<file path="src/rtl/serial_addsub_pkg.sv">
// Shared types and elaboration helpers for the chunked serial adder/subtractor.
package serial_addsub_pkg;

  localparam int STATE_W = 2;

  typedef enum logic [STATE_W-1:0] {
    IDLE = 2'd0,
    RUN  = 2'd1,
    DONE = 2'd2
  } state_t;

  // Legal geometry: at least two bits, and the slice must tile the word exactly.
  function automatic bit geometry_ok(input int width, input int chunk);
    return (width >= 2) && (chunk >= 1) && (chunk <= width) && ((width % chunk) == 0);
  endfunction

endpackage

</file>
<file path="src/rtl/serial_addsub_if.sv">
// Operand/result channel of serial_addsub; the producer/consumer side is master.
// Handshake: a transfer happens on a rising edge where valid && ready; the
// sender holds its payload stable until that edge, ready may toggle freely.
interface serial_addsub_if #(
  parameter int WIDTH = 8
);
  logic             in_valid;
  logic             in_ready;
  logic [WIDTH-1:0] x;
  logic [WIDTH-1:0] y;
  logic             sub;
  logic             out_valid;
  logic             out_ready;
  logic [WIDTH-1:0] result;
  logic             carry_out;
  logic             overflow;
  logic             zero;

  modport master (
    output in_valid, x, y, sub, out_ready,
    input  in_ready, out_valid, result, carry_out, overflow, zero
  );

  modport slave (
    input  in_valid, x, y, sub, out_ready,
    output in_ready, out_valid, result, carry_out, overflow, zero
  );
endinterface

</file>
<file path="src/rtl/serial_addsub_chunk_adder.sv">
// CHUNK-bit ripple-carry slice; the only arithmetic in serial_addsub.
module chunk_adder #(
  parameter int CHUNK = 1
) (
  input  logic [CHUNK-1:0] a,
  input  logic [CHUNK-1:0] b,
  input  logic             cin,
  output logic [CHUNK-1:0] sum,
  output logic             cout
);

  logic [CHUNK:0] c;

  assign c[0] = cin;

  for (genvar i = 0; i < CHUNK; i++) begin : g_fa
    assign sum[i]   = a[i] ^ b[i] ^ c[i];
    assign c[i+1]   = (a[i] & b[i]) | (c[i] & (a[i] ^ b[i]));
  end

  assign cout = c[CHUNK];

endmodule

</file>
<file path="src/rtl/serial_addsub.sv">
// Multi-cycle two's-complement add/subtract, CHUNK bits per clock, LSB first.
// Subtraction is A + ~B + 1, so carry_out=1 means "no borrow".
module serial_addsub
  import serial_addsub_pkg::*;
#(
  parameter int WIDTH = 8,
  parameter int CHUNK = 1
) (
  input  logic          clk,
  input  logic          rst_n,
  serial_addsub_if.slave bus,
  output state_t        dbg_state
);

  localparam int N     = WIDTH / CHUNK;
  localparam int CNT_W = (N > 1) ? $clog2(N) : 1;

  if (!geometry_ok(WIDTH, CHUNK)) begin : g_bad_geometry
    $error("serial_addsub: WIDTH must be >= 2 and a multiple of CHUNK");
  end

  state_t             state_q, state_d;
  logic [WIDTH-1:0]   a_q, b_q, sh_q;
  logic               carry_q;
  logic [CNT_W-1:0]   cnt_q;
  logic               msba_q, msbb_q;
  logic [WIDTH-1:0]   result_q;
  logic               cout_q, ovf_q, zero_q;
  logic               in_ready_c, out_valid_c;

  logic [WIDTH-1:0]       b_in;
  logic [CHUNK-1:0]       sum;
  logic                   cout;
  logic [WIDTH+CHUNK-1:0] cat;
  logic [WIDTH-1:0]       sh_next;
  logic                   last;

  assign b_in    = bus.sub ? ~bus.y : bus.y;
  // New sum bits enter at the MSB end while the partial result slides right.
  assign cat     = {sum, sh_q};
  assign sh_next = cat[WIDTH+CHUNK-1:CHUNK];
  assign last    = (cnt_q == CNT_W'(N - 1));

  chunk_adder #(.CHUNK(CHUNK)) u_chunk_adder (
    .a    (a_q[CHUNK-1:0]),
    .b    (b_q[CHUNK-1:0]),
    .cin  (carry_q),
    .sum  (sum),
    .cout (cout)
  );

  always_ff @(posedge clk or negedge rst_n) begin
    if (!rst_n) begin
      state_q <= IDLE;
    end else begin
      state_q <= state_d;
    end
  end

  always_comb begin
    state_d     = state_q;
    in_ready_c  = 1'b0;
    out_valid_c = 1'b0;
    case (state_q)
      IDLE: begin
        in_ready_c = 1'b1;
        if (bus.in_valid) state_d = RUN;
      end
      RUN: begin
        if (last) state_d = DONE;
      end
      DONE: begin
        out_valid_c = 1'b1;
        if (bus.out_ready) state_d = IDLE;
      end
      default: state_d = IDLE;
    endcase
  end

  always_ff @(posedge clk or negedge rst_n) begin
    if (!rst_n) begin
      a_q      <= '0;
      b_q      <= '0;
      sh_q     <= '0;
      carry_q  <= 1'b0;
      cnt_q    <= '0;
      msba_q   <= 1'b0;
      msbb_q   <= 1'b0;
      result_q <= '0;
      cout_q   <= 1'b0;
      ovf_q    <= 1'b0;
      zero_q   <= 1'b0;
    end else begin
      case (state_q)
        IDLE: begin
          if (bus.in_valid) begin
            a_q     <= bus.x;
            b_q     <= b_in;
            sh_q    <= '0;
            carry_q <= bus.sub;
            cnt_q   <= '0;
            msba_q  <= bus.x[WIDTH-1];
            msbb_q  <= b_in[WIDTH-1];
          end
        end
        RUN: begin
          a_q     <= a_q >> CHUNK;
          b_q     <= b_q >> CHUNK;
          sh_q    <= sh_next;
          carry_q <= cout;
          cnt_q   <= cnt_q + 1'b1;
          // Output fields only change once the whole word is known.
          if (last) begin
            result_q <= sh_next;
            cout_q   <= cout;
            ovf_q    <= (msba_q == msbb_q) && (sh_next[WIDTH-1] != msba_q);
            zero_q   <= (sh_next == '0);
          end
        end
        default: ;
      endcase
    end
  end

  assign bus.in_ready  = in_ready_c;
  assign bus.out_valid = out_valid_c;
  assign bus.result    = result_q;
  assign bus.carry_out = cout_q;
  assign bus.overflow  = ovf_q;
  assign bus.zero      = zero_q;
  assign dbg_state     = state_q;

endmodule

</file>
<file path="src/flat_wrapper.sv">
// flat-port wrapper written by rule: the top's interface ports become plain ports
module serial_addsub_flat import serial_addsub_pkg::*;
#(
  parameter int WIDTH = 8,
  parameter int CHUNK = 1
)
  (clk, rst_n, dbg_state, bus_in_valid, bus_x, bus_y, bus_sub, bus_out_ready, bus_in_ready, bus_out_valid, bus_result, bus_carry_out, bus_overflow, bus_zero);
  serial_addsub_if #(.WIDTH(WIDTH)) bus_i ();
  input  logic clk;
  input  logic rst_n;
  output state_t dbg_state;
  input wire logic [$bits(bus_i.in_valid)-1:0] bus_in_valid;
  input wire logic [$bits(bus_i.x)-1:0] bus_x;
  input wire logic [$bits(bus_i.y)-1:0] bus_y;
  input wire logic [$bits(bus_i.sub)-1:0] bus_sub;
  input wire logic [$bits(bus_i.out_ready)-1:0] bus_out_ready;
  output wire logic [$bits(bus_i.in_ready)-1:0] bus_in_ready;
  output wire logic [$bits(bus_i.out_valid)-1:0] bus_out_valid;
  output wire logic [$bits(bus_i.result)-1:0] bus_result;
  output wire logic [$bits(bus_i.carry_out)-1:0] bus_carry_out;
  output wire logic [$bits(bus_i.overflow)-1:0] bus_overflow;
  output wire logic [$bits(bus_i.zero)-1:0] bus_zero;
  assign bus_i.in_valid = bus_in_valid;
  assign bus_i.x = bus_x;
  assign bus_i.y = bus_y;
  assign bus_i.sub = bus_sub;
  assign bus_i.out_ready = bus_out_ready;
  assign bus_in_ready = bus_i.in_ready;
  assign bus_out_valid = bus_i.out_valid;
  assign bus_result = bus_i.result;
  assign bus_carry_out = bus_i.carry_out;
  assign bus_overflow = bus_i.overflow;
  assign bus_zero = bus_i.zero;
  serial_addsub #(.WIDTH(WIDTH), .CHUNK(CHUNK)) u_core (.clk(clk), .rst_n(rst_n), .bus(bus_i), .dbg_state(dbg_state));
endmodule
</file>
<file path="config.mk">
export PLATFORM = sky130hd
export DESIGN_NAME = serial_addsub_flat
export DESIGN_NICKNAME = d
export VERILOG_FILES = /design/src/rtl/serial_addsub_pkg.sv /design/src/rtl/serial_addsub_if.sv /design/src/rtl/serial_addsub_chunk_adder.sv /design/src/rtl/serial_addsub.sv /design/src/flat_wrapper.sv
export SDC_FILE = /design/constraint.sdc
export NUM_CORES = 1
export LEC_CHECK = 0
export ABC_AREA = 1
export BUFFER_PORTS_ARGS = -buffer_cell sky130_fd_sc_hd__buf_2
export CORE_UTILIZATION = 55
export CTS_BUF_LIST = sky130_fd_sc_hd__clkbuf_4
export CTS_CLUSTER_DIAMETER = 100
export DETAILED_ROUTE_END_ITERATION = 8
export PLACE_DENSITY = 0.89
export SYNTH_ARGS = -nofsm -noshare
export SYNTH_HDL_FRONTEND = slang
export SYNTH_SLANG_ARGS = --single-unit
</file>
<file path="constraint.sdc">
create_clock -name clk -period 1.7 [get_ports clk]
set_clock_uncertainty 0.15 [all_clocks]
set_input_delay 0.085 -clock clk [delete_from_list [all_inputs] [get_ports clk]]
set_output_delay 0.085 -clock clk [all_outputs]
set_load 0.05 [all_outputs]
</file>
==> results.cfg <==
[status]
status = completed

[power_and_ir_drop]
p_leak_nw = 1.348
peakVddDrop_uv = 830.0
powerDensity_mw_per_mm2 = 1702

[critical_path]
reg2reg_from = u_core.a_q[0]$_DFFE_PN0P_
crit_type = reg -> out
cp_max_fo = 9
required_ps = 1460
arrival_ps = 1410
startpoint = u_core.dbg_state[0]$_DFFE_PN0P_
start_kind = flop
worstSetupEndpointType = primary output

[placed_design]
gp_congestion = 0.7790
portBuffers = 35
hpwl_um = 2829

[die]
die_h_um = 62.43
die_area_sq_mm = 0.003897
start_util_pct = 58.79
ios = 36
die_w_um = 62.43
core_sq_mm = 0.003416
rows = 21

[finish]
areaGrowthSynthToFinish_pct = 23.68
drive_gt1_share_pct = 20.40
multi_input_area_sq_um = 794.5
regArea_sq_mm = 0.001054
nNetsFinal = 323
antenna_cells = 0
n_fill_cell = 243

[timing]
hold_slack_ps = 70.62
slew_violations = 0
min_period_ps = 1644
relSlewSlack_pct = 67.28
tightest_slew_ps = 490.8
fin_setup_tns_ps = 0
setup_viol = 0
max_freq_ghz = 0.6083
finalCritPeriodShare_pct = 96.69
rsz0062_at_grt = false
hold_violations = 0

[routing]
dr.pass1.iters = 5
vias = 1765
drcViolationCount = 0
vias_per_cell = 5.116
final_antenna_net_count = 0
wirelength_um = 4539
wl_per_cell_um = 13.16
dr.first_iter.drc_count = 169

[clock_tree]
cts-root-buf = clkbuf_4
clock_latency_ps = 340
clk_path_buf_depth = 2
htreeDepth = 2
clock-sinks = 42
clk_pin_slew_ps = 120
tritoncts = built
cts_inserted_buffers = 5
post_cts_buffers = 0

[synth]
synth_cell_types = 25
synth_top_area_share_pct = 52.34
synth_nets = 265
yosys_warnings = 0
synth_top_area_cell = dfrtp_1
synthCells = 241
synth_seq_cells = 42
synth-seq-area-share_pct = 52.34
synth.avg_cell_area_sq_um = 8.333
syn-cell-area_sq_mm = 0.002008
netlist_top_cells_area = dfrtp_1 (52%), nand2_1 (22%), o21ai_0 (3.5%), inv_1 (3.4%), buf_8 (2.2%)

[global_route]
grt_pass1_vias = 1761
grt_max_degree = 24
overflow = 0
grt_usage_pct = 26.40
antenna_found_initial = 0
grt_pass1_wl_um = 7845

[hold_path]
hold_path_class = in -> async

[job]
maxCapViolCount = 0
[cells in the final DEF, fill, tap and decap left out, drive strengths merged, types with 2 or more instances in the layout]
| cell | n |
|---|---|
| ha | 2 |
| inv | 22 |
| nand2 | 119 |
| clkbuf | 6 |
| nand3 | 8 |
| dfrtp | 42 |
| buf | 38 |
| dlygate4sd3 | 20 |
| clkinv | 2 |
| o21ai | 21 |
| nand4 | 7 |
| nor2 | 9 |
[layout make-up]
class / count / share of cell area (%)
clock buffers: 5 / 1.511
clock inverters: 2 / 0.4030
inverters: 22 / 3.426
multi-input cells: 169 / 31.99
flip-flops and latches: 42 / 42.42
well taps: 46 / 2.317
repair buffers: 59 / 17.93
[critical path: stages, from the launching register on]
cell and delay [ps]:
dfrtp_2 520, nor2_4 260, clkbuf_4 290
[power by group]
part	internal, W	total (W)	switching (W)
combinational	0.000672	0.00206	0.00139
clock	0.000149	0.000459	0.000310
sequential	0.00142	0.00171	0.000291
total	0.00224	0.00423	0.00199
[through the flow]
step           util, %  area [sq um]  setup WS (ps)  total power, W  std cells
2_1_floorplan        -          2017          3.886        0.003238        241
3_3_place_gp     65.35          2232          185.6        0.003612        318
3_5_place_dp     65.35          2232          130.0        0.003703        318
4_1_cts          72.60          2480          18.84        0.004182        345
5_1_grt          72.71          2484          14.15        0.004537        345
6_report         72.71          2484          56.19        0.004227        345
[worst paths after layout]
path / end / slack, ps / depth (start not counted)
worst max-delay path: bus_in_ready / 60 / 2
worst min-delay path: u_core.bus.result[3]$_DFFE_PN0P_ / 70 / 2
max in group asynchronous: u_core.a_q[6]$_DFFE_PN0P_ / 840 / 3
worst max register to register: u_core.bus.overflow$_DFFE_PN0P_ / 110 / 5
worst min register to register: u_core.cnt_q[2]$_DFFE_PN0P_ / 340 / 2
min in group clk: u_core.dbg_state[1]$_DFFE_PN0P_ / 300 / 3
[timing repair]
item,in CTS,in global routing
gates resized for setup,0,2
hold endpoints to repair,63,0
hold buffers,20,0
setup endpoints to repair,0,1
[Yosys cell counts]
library cell and instances:
nand3_1 7, o21ai_1 5, nand2_1 116, o31ai_1 1, fa_1 1, nand4_1 7, buf_8 3, o21ai_4 1
o21ai_2 1, buf_4 1, nand2_2 1, ha_1 2, nand2_4 2, inv_2 3, nand3_2 1, buf_6 2
inv_1 18, nor2_2 1, nor2_8 1, inv_4 1, o21ai_0 14, xor2_1 1, dfrtp_1 42, buf_2 2
nor2_1 7
[routing by layer]
layer	vias up	track usage (%)	share of wire, %	wire length (um)
met5	-	0	0	0
met4	0	13.37	2.3	106
met3	11	5.474	4.6	209
met2	63	43.75	52	2349
met1	827	32.64	41	1874
li1	864	-	-	-
[sequential cells by signal, indices dropped and copies added (netlist names)]
name,flops
u_core.a_q,8
u_core.b_q,8
u_core.bus.carry_out,1
u_core.bus.overflow,1
u_core.bus.result,8
u_core.bus.zero,1
u_core.carry_q,1
u_core.cnt_q,3
u_core.dbg_state,2
u_core.msba_q,1
u_core.msbb_q,1
u_core.sh_q,7
[cell families (layout without fill, tap and decap cells)]
kind of cell | Yosys count | count (layout) | share of synthesized area (%)
buf+inv | 30 | 88 | 8.473
flops | 42 | 42 | 52.34
xor+xnor | 1 | 1 | 0.4362
fa+ha+maj | 3 | 3 | 2.243
simple gates | 143 | 143 | 30.16
compound gates | 22 | 22 | 6.356
(Power assumes the default switching activity.)
